## src/rtl/configurable_lut.sv

```systemverilog
// Field-configurable K-input LUT with a serial, double-buffered config chain.
// A shadow register collects the bits and commits them to the active table only on a load of exactly the right length.
module configurable_lut #(
  parameter int INPUTS   = 4,
  parameter int WIDTH    = 1 << INPUTS,
  parameter int CFG_BITS = WIDTH + 1,
  parameter int CNT_W    = $clog2(CFG_BITS + 2)
) (
  input  logic              clk,
  input  logic              rst_n,
  input  logic              config_en,
  input  logic              config_in,
  output logic              config_out,
  output logic              config_done,
  output logic              config_error,
  output logic              configured,
  input  logic [INPUTS-1:0] s,
  output logic              z
);

  localparam int              SUB      = WIDTH / 4;
  localparam logic [CNT_W-1:0] CNT_ONE  = CNT_W'(1);
  localparam logic [CNT_W-1:0] CNT_FULL = CNT_W'(CFG_BITS);
  localparam logic [CNT_W-1:0] CNT_SAT  = CNT_W'(CFG_BITS + 1);

  typedef enum logic [1:0] {
    UNCONF = 2'd0,
    LOAD   = 2'd1,
    CONF   = 2'd2
  } state_t;

  state_t              state;
  state_t              state_nxt;
  logic [CFG_BITS-1:0] shadow;
  logic [WIDTH-1:0]    active;
  logic                mode;
  logic [CNT_W-1:0]    count;
  logic                z_q;
  logic                start_load;
  logic                commit_ok;
  logic                commit_bad;
  logic [3:0]          sub_sel;
  logic [3:0]          hot;
  logic                sel;

  // NOTE: sequential state uses non-blocking (<=) so every flop samples pre-edge values.
  always_ff @(posedge clk or negedge rst_n) begin
    if (!rst_n) state <= UNCONF;
    else        state <= state_nxt;
  end

  // NOTE: every always_comb output gets a default first, so no path can infer a latch.
  always_comb begin
    state_nxt  = state;
    start_load = 1'b0;
    commit_ok  = 1'b0;
    commit_bad = 1'b0;
    case (state)
      UNCONF, CONF: begin
        if (config_en) begin
          state_nxt  = LOAD;
          start_load = 1'b1;
        end
      end
      LOAD: begin
        if (!config_en) begin
          if (count == CNT_FULL) begin
            commit_ok = 1'b1;
            state_nxt = CONF;
          end else begin
            // A rejected load falls back to whatever was in use before it.
            commit_bad = 1'b1;
            state_nxt  = configured ? CONF : UNCONF;
          end
        end
      end
      default: state_nxt = UNCONF;
    endcase
  end

  // Pulses during the commit cycle; the new table is live from the next cycle.
  assign config_done = commit_ok;
  assign config_out  = shadow[0];

  // NOTE: the table storage is plain flops with reset, because an unconfigured LUT must read as all zeros.
  always_ff @(posedge clk or negedge rst_n) begin
    if (!rst_n) begin
      shadow       <= '0;
      active       <= '0;
      mode         <= 1'b0;
      count        <= '0;
      config_error <= 1'b0;
      configured   <= 1'b0;
      z_q          <= 1'b0;
    end else begin
      if (config_en) shadow <= {config_in, shadow[CFG_BITS-1:1]};

      if (start_load)
        count <= CNT_ONE;
      else if (state == LOAD && config_en && count != CNT_SAT)
        count <= count + CNT_ONE;

      if (start_load)      config_error <= 1'b0;
      else if (commit_bad) config_error <= 1'b1;

      if (commit_ok) begin
        active     <= shadow[WIDTH-1:0];
        mode       <= shadow[WIDTH];
        configured <= 1'b1;
      end

      z_q <= sel;
    end
  end

  // Lower select bits index within each quarter table; the top two bits choose the quarter.
  generate
    if (INPUTS == 2) begin : g_small
      assign sub_sel = active[3:0];
    end else begin : g_big
      logic [SUB-1:0] sub_tab [4];
      for (genvar k = 0; k < 4; k++) begin : g_sub
        assign sub_tab[k] = active[k*SUB +: SUB];
        assign sub_sel[k] = sub_tab[k][s[INPUTS-3:0]];
      end
    end
  endgenerate

  always_comb begin
    hot = 4'b0000;
    case (s[INPUTS-1:INPUTS-2])
      2'b00: hot = 4'b0001;
      2'b01: hot = 4'b0010;
      2'b10: hot = 4'b0100;
      2'b11: hot = 4'b1000;
    endcase
  end

  assign sel = |(hot & sub_sel);
  assign z   = configured ? (mode ? z_q : sel) : 1'b0;

endmodule

```

## config.mk

```make
export PLATFORM = sky130hd
export DESIGN_NAME = configurable_lut
export DESIGN_NICKNAME = d
export VERILOG_FILES = /design/src/rtl/configurable_lut.sv
export SDC_FILE = /design/constraint.sdc
export NUM_CORES = 1
export LEC_CHECK = 0
export ABC_AREA = 1
export ABC_CLOCK_PERIOD_IN_PS = 2900
export BUFFER_PORTS_ARGS = -buffer_cell sky130_fd_sc_hd__buf_2
export CORE_MARGIN = 10
export CORE_UTILIZATION = 50
export DETAILED_ROUTE_END_ITERATION = 8
export GPL_ROUTABILITY_DRIVEN = 0
export HOLD_SLACK_MARGIN = 0.02
export PLACE_DENSITY = 0.65
export SETUP_SLACK_MARGIN = 0.02
export SYNTH_ARGS = -nofsm -noshare
export SYNTH_HDL_FRONTEND = slang
export SYNTH_SLANG_ARGS = --single-unit
export TNS_END_PERCENT = 5
```

## constraint.sdc

```tcl
create_clock -name clk -period 2.9 [get_ports clk]
set_clock_uncertainty 0.15 [all_clocks]
set_input_delay 0.145 -clock clk [delete_from_list [all_inputs] [get_ports clk]]
set_output_delay 0.145 -clock clk [all_outputs]
set_load 0.01 [all_outputs]
```

======== Word-level counts from Yosys, hierarchy flattened ========
Cells that the tools add are included.
word-level totals
  register bits after elaboration ......... 44
  bits in latches ......................... 0
  bits in writable memories ............... 0
  ROM bits ................................ 0
  input port bits ......................... 8
  memories ................................ 0
operators by class
  add/sub/neg operators ................... 1
  multipliers ............................. 0
  divide/modulo/power cells ............... 0
  order comparisons ....................... 1
  eq/ne operators ......................... 9
  shifts and indexed selects .............. 0
  muxes and demuxes ....................... 28
  bitwise logic cells ..................... 1
  reductions and logical operators ........ 9
operators with widths
  operator                                                              number
  1-bit 2-to-1 mux                                                      16
  4-bit one-hot mux with 4 select lines                                 1
  5-bit 2-to-1 mux                                                      2
  1-bit binary-select mux with 2-bit select                             4
  2-bit 2-to-1 mux                                                      4
  2-bit == test, second input constant                                  3
  5-bit by 1-bit adder with 5-bit output, second input constant         1
  5-bit == test, second input constant                                  1
  5-bit inequality test, second input constant                          1
  4-bit AND                                                             1
  2-bit by 1-bit == test with 1-bit output, second input constant       2
  2-bit zero test                                                       2
  2-bit inequality test, second input constant                          2
  2-bit one-hot mux with 2 select lines                                 1
  2-bit nonzero test                                                    2
  4-bit OR reduction                                                    1
  2-bit by 3-bit < comparator with 1-bit output, second input constant  1
  1-bit logical AND                                                     2
  2-bit AND reduction                                                   1
  2-bit OR reduction                                                    1

======== Longest topological paths before layout ========
  depth after elaboration ................. 6
  mapped depth ............................ 9
  mapped depth without buffers ............ 8

======== Worst setup path before layout ========
No wires, ideal clock.
  path kind ............................... register to register
  start ................................... reg count[1]
  end ..................................... reg mode
  data arrival time ....................... 1.168 ns
  required time ........................... 2.629 ns
  setup slack ............................. 1.461 ns
  stages on the path, launching flop included .. 7
  buffers on the path ..................... 1
  clock period less this slack ............ 1.439 ns
  cells stage by stage .................... dfrtp_1 > inv_1 > ha_1 > nand3_1 > nor2_4 > buf_4 > o21ai_1
between the ends
  word-level cells in the longest chain between the ends .. 4
ends and longest elaborated chain
  what                      line  text
  start: declaration        37    logic [CNT_W-1:0] count;
  start signal: assignment  101   count <= count + CNT_ONE;
  5-bit == test             67    if (count == CNT_FULL) begin
  1-bit 2-to-1 mux          67
  1-bit 2-to-1 mux          66    if (!config_en) begin
  1-bit 2-to-1 mux          58    case (state)
  named net config_done     14    output logic config_done,
  end signal: assignment    108   mode <= shadow[WIDTH];
  end: declaration          36    logic mode;
The timed path passes the listed nets, and every way through them passes these cells.
A chain may end at the register's enable or synchronous reset.

======== Final worst setup path ========
  start ................................... reg count[1]
  end ..................................... out config_done
between the ends
  word-level cells in the longest chain between the ends .. 4
ends and longest elaborated chain
  what              line
  5-bit == test     67
  1-bit 2-to-1 mux  67
  1-bit 2-to-1 mux  66
  1-bit 2-to-1 mux  58
  end: declaration  14
Every way passes these cells.

==> out/summary.txt <==
CP Launch Type -> register
Total of max-cap violations -> 0
Headroom to the max-slew limit -> 0.364
Setup Total Neg Slack -> 0 ns
Max rail drop VDD -> 0.000346 V
Area used by multi-input combinational logic -> 711 um2
Asr flop ratio synth -> 1.00
Share of the synthesized area in the top cell type -> 0.553
Via count -> 1490
Data required time of the critical path -> 2.61 ns
Part of the Yosys area used for sequential elements -> 0.553
#FFs+latches synth -> 44
Number of enable flip-flop cells after synthesis -> 0
Static Leak -> 1.14 nW
Total Wirelength -> 3.81 mm
Via count of the first global-routing pass -> 1450
Worst-skew pair later-pin latency -> 0.30 ns
Final number of setup-violating endpoints -> 0
Iter 0 DRT Violations -> 131
Clock tree from TritonCTS -> yes
Total nets after synthesis -> 253
Die width -> 83.1 um
Fill cell count -> 361
Area of the die -> 6900 um2
Actual transition at the worst max-transition pin -> 0.953 ns
Post-route antenna net violation count -> 0
Congestion Overflow GR -> 0
Vias/cell -> 4.89
Global Route Usage Sum -> 0.117
Number of instances in the placed design -> 295
Dominant cell by count in the synthesized netlist -> sky130_fd_sc_hd__nand2_1
Power density over cell area -> 574 nW/um2
Post-route total power -> 1.25 mW
Effective utilization at floorplan -> 0.532
Category of the worst setup path capture point -> output pin
ANT cells -> 0
Area taken by flip-flops and latches -> 1100 um2
Standard cell core area -> 3740 um2
CTS Root Cell -> sky130_fd_sc_hd__clkbuf_8
Count of different cell masters after synthesis -> 23
Number of pins exceeding their max-slew limit in the final report -> 0
Path type of the worst min-delay path -> input pin to register
Mean cell area of the mapped netlist -> 8.23 um2
Remaining DRCs -> 0
Setup Crit Path Kind -> register to output pin
H-tree depth -> 2
Final min period -> 2.02 ns
Largest cells by area after synthesis -> sky130_fd_sc_hd__dfrtp_1 55%, sky130_fd_sc_hd__nand2_1 18%, sky130_fd_sc_hd__inv_1 5.8%
Number of antenna violations at the first check in global routing -> 0
Core occupancy in the finished layout -> 0.581
Maximum number of pins on one net before global-route repair -> 45
Maximum achievable frequency -> 494 MHz
Cell types with the highest counts after synthesis -> 97 x sky130_fd_sc_hd__nand2_1, 44 x sky130_fd_sc_hd__dfrtp_1, 31 x sky130_fd_sc_hd__inv_1
Count of buffers from port buffering -> 12
Signal arrival time at the worst endpoint -> 1.73 ns
Most used flip-flop cell after synthesis -> sky130_fd_sc_hd__dfrtp_1
Boundary Pins -> 13
Routed wirelength normalized by instance count -> 12.5 um
Non-filler cells in the finished layout -> 305
Final period utilization -> 0.697
Instance area at placement -> 2060 um2
Final hold violation count -> 0
Summed area of non-filler cells in the final layout -> 2180 um2
Row cnt -> 22
Post-CTS clock slew at the launch and capture registers of the worst setup and hold paths -> 0.08 ns
Post-synthesis cell area -> 1990 um2
Number of buffers between clock root and the deepest sink -> 2
Final-stage net count -> 267
Critical path fanouts, max -> 25
Instance count of the mapped netlist -> 242
Die outline height -> 83.1 um
Ratio of cells with drive above 1 in the final layout -> 0.105
Global-route wire length before repair -> 6.76 mm
Layout Area Growth over Synthesis -> 9.30%
Number of buffers inserted during clock tree synthesis -> 5
Post-DP HPWL -> 2.76 mm
Setup repair after global routing missed its margin -> false
Status -> completed
Clock Sinks -> 44
Drt first pass iters -> 4
Number of warnings printed during yosys synthesis -> 0
Cell type with the highest aggregate area in the netlist -> sky130_fd_sc_hd__dfrtp_1
power by group:
group	internal, mW	leakage [nW]	switching [mW]	total [mW]
clock network	0.190	0.0510	0.202	0.392
registers	0.668	0.497	0.0463	0.715
logic	0.0505	0.591	0.0908	0.141
total	0.909	1.14	0.339	1.25
flip-flops by register name, indices dropped and copies added, names as in the netlist:
| name | count |
|---|---|
| active | 16 |
| config_error | 1 |
| configured | 1 |
| count | 5 |
| mode | 1 |
| shadow | 17 |
| state | 2 |
| z_q | 1 |
metrics by stage:
| step | hold WS, ns | setup WS (ns) |
|---|---|---|
| 2_1_floorplan | -0.301 | 1.46 |
| 3_3_place_gp | 0.196 | 1.07 |
| 3_5_place_dp | 0.202 | 1.04 |
| 4_1_cts | 0.0755 | 0.862 |
| 5_1_grt | 0.0843 | 0.724 |
| 6_report | 0.0846 | 0.878 |
metal layers:
| layer | GRT usage | part of all wire | up-vias |
|---|---|---|---|
| met5 | 0 | 0 | - |
| met4 | 0.0415 | 0.017 | 0 |
| met3 | 0.0381 | 0.036 | 6 |
| met2 | 0.166 | 0.45 | 22 |
| met1 | 0.160 | 0.50 | 689 |
| li1 | - | - | 773 |
placed cells by master (no fill, tap or decap):
master,instances
sky130_fd_sc_hd__nand2_1,97
sky130_fd_sc_hd__dfrtp_1,44
sky130_fd_sc_hd__inv_1,31
sky130_fd_sc_hd__nand3_1,16
sky130_fd_sc_hd__o21ai_1,12
sky130_fd_sc_hd__buf_2,12
sky130_fd_sc_hd__o21ai_0,10
sky130_fd_sc_hd__clkbuf_8,6
sky130_fd_sc_hd__nor2_1,5
sky130_fd_sc_hd__a21oi_1,4
sky130_fd_sc_hd__ha_1,3
sky130_fd_sc_hd__inv_2,2
sky130_fd_sc_hd__nor2_4,2
sky130_fd_sc_hd__clkinv_2,2
sky130_fd_sc_hd__dlygate4sd3_1,2
sky130_fd_sc_hd__nand2_2,1
sky130_fd_sc_hd__o211ai_1,1
sky130_fd_sc_hd__nor2_2,1
sky130_fd_sc_hd__a32o_1,1
sky130_fd_sc_hd__xor2_1,1
sky130_fd_sc_hd__o31ai_1,1
sky130_fd_sc_hd__nor3_1,1
sky130_fd_sc_hd__o22ai_1,1
sky130_fd_sc_hd__buf_4,1
kinds of logic (layout without fill, tap and decap cells):
kind of cell               count (synthesis)  in the layout  synth area share
and+or+nand+nor                          123            123             0.253
xor gates and xnor gates                   1              1           0.00440
buffers and inverters                     41             56            0.0899
DFF                                       44             44             0.553
adders and majority gates                  3              3            0.0189
AOI/OAI and AO/OA                         30             30            0.0811
final timing paths:
kind	from	endpoint	slack [ns]	cells past startpoint
worst max-delay path	count[1]	config_done	0.88	5
worst min-delay path	config_en	shadow[15]	0.08	3
worst max register to register	count[1]	active[11]	1.08	7
worst min register to register	shadow[5]	shadow[5]	0.36	2
max in group asynchronous	rst_n	active[5]	1.62	2
min in group asynchronous	rst_n	active[8]	0.38	2
final cells by class:
| class | instances | area share |
|---|---|---|
| clock inverter | 2 | 0.00460 |
| multi-input combinational | 157 | 0.327 |
| sequential | 44 | 0.506 |
| clock buffer | 6 | 0.0380 |
| tap | 48 | 0.0276 |
| inverter | 33 | 0.0569 |
| timing repair buffer | 15 | 0.0403 |
critical path: stages (launching register included):
cell and delay, ns:
sky130_fd_sc_hd__dfrtp_1 0.40, sky130_fd_sc_hd__inv_1 0.09, sky130_fd_sc_hd__ha_1 0.14, sky130_fd_sc_hd__nand3_1 0.13
sky130_fd_sc_hd__nor2_4 0.42, sky130_fd_sc_hd__buf_2 0.24
repair_timing:
item,in CTS,in global routing
hold buffers,2,0
setup buffers,0,0
hold endpoints to repair,45,0
resized for setup,0,0
Power figures use the tool's default switching activity.
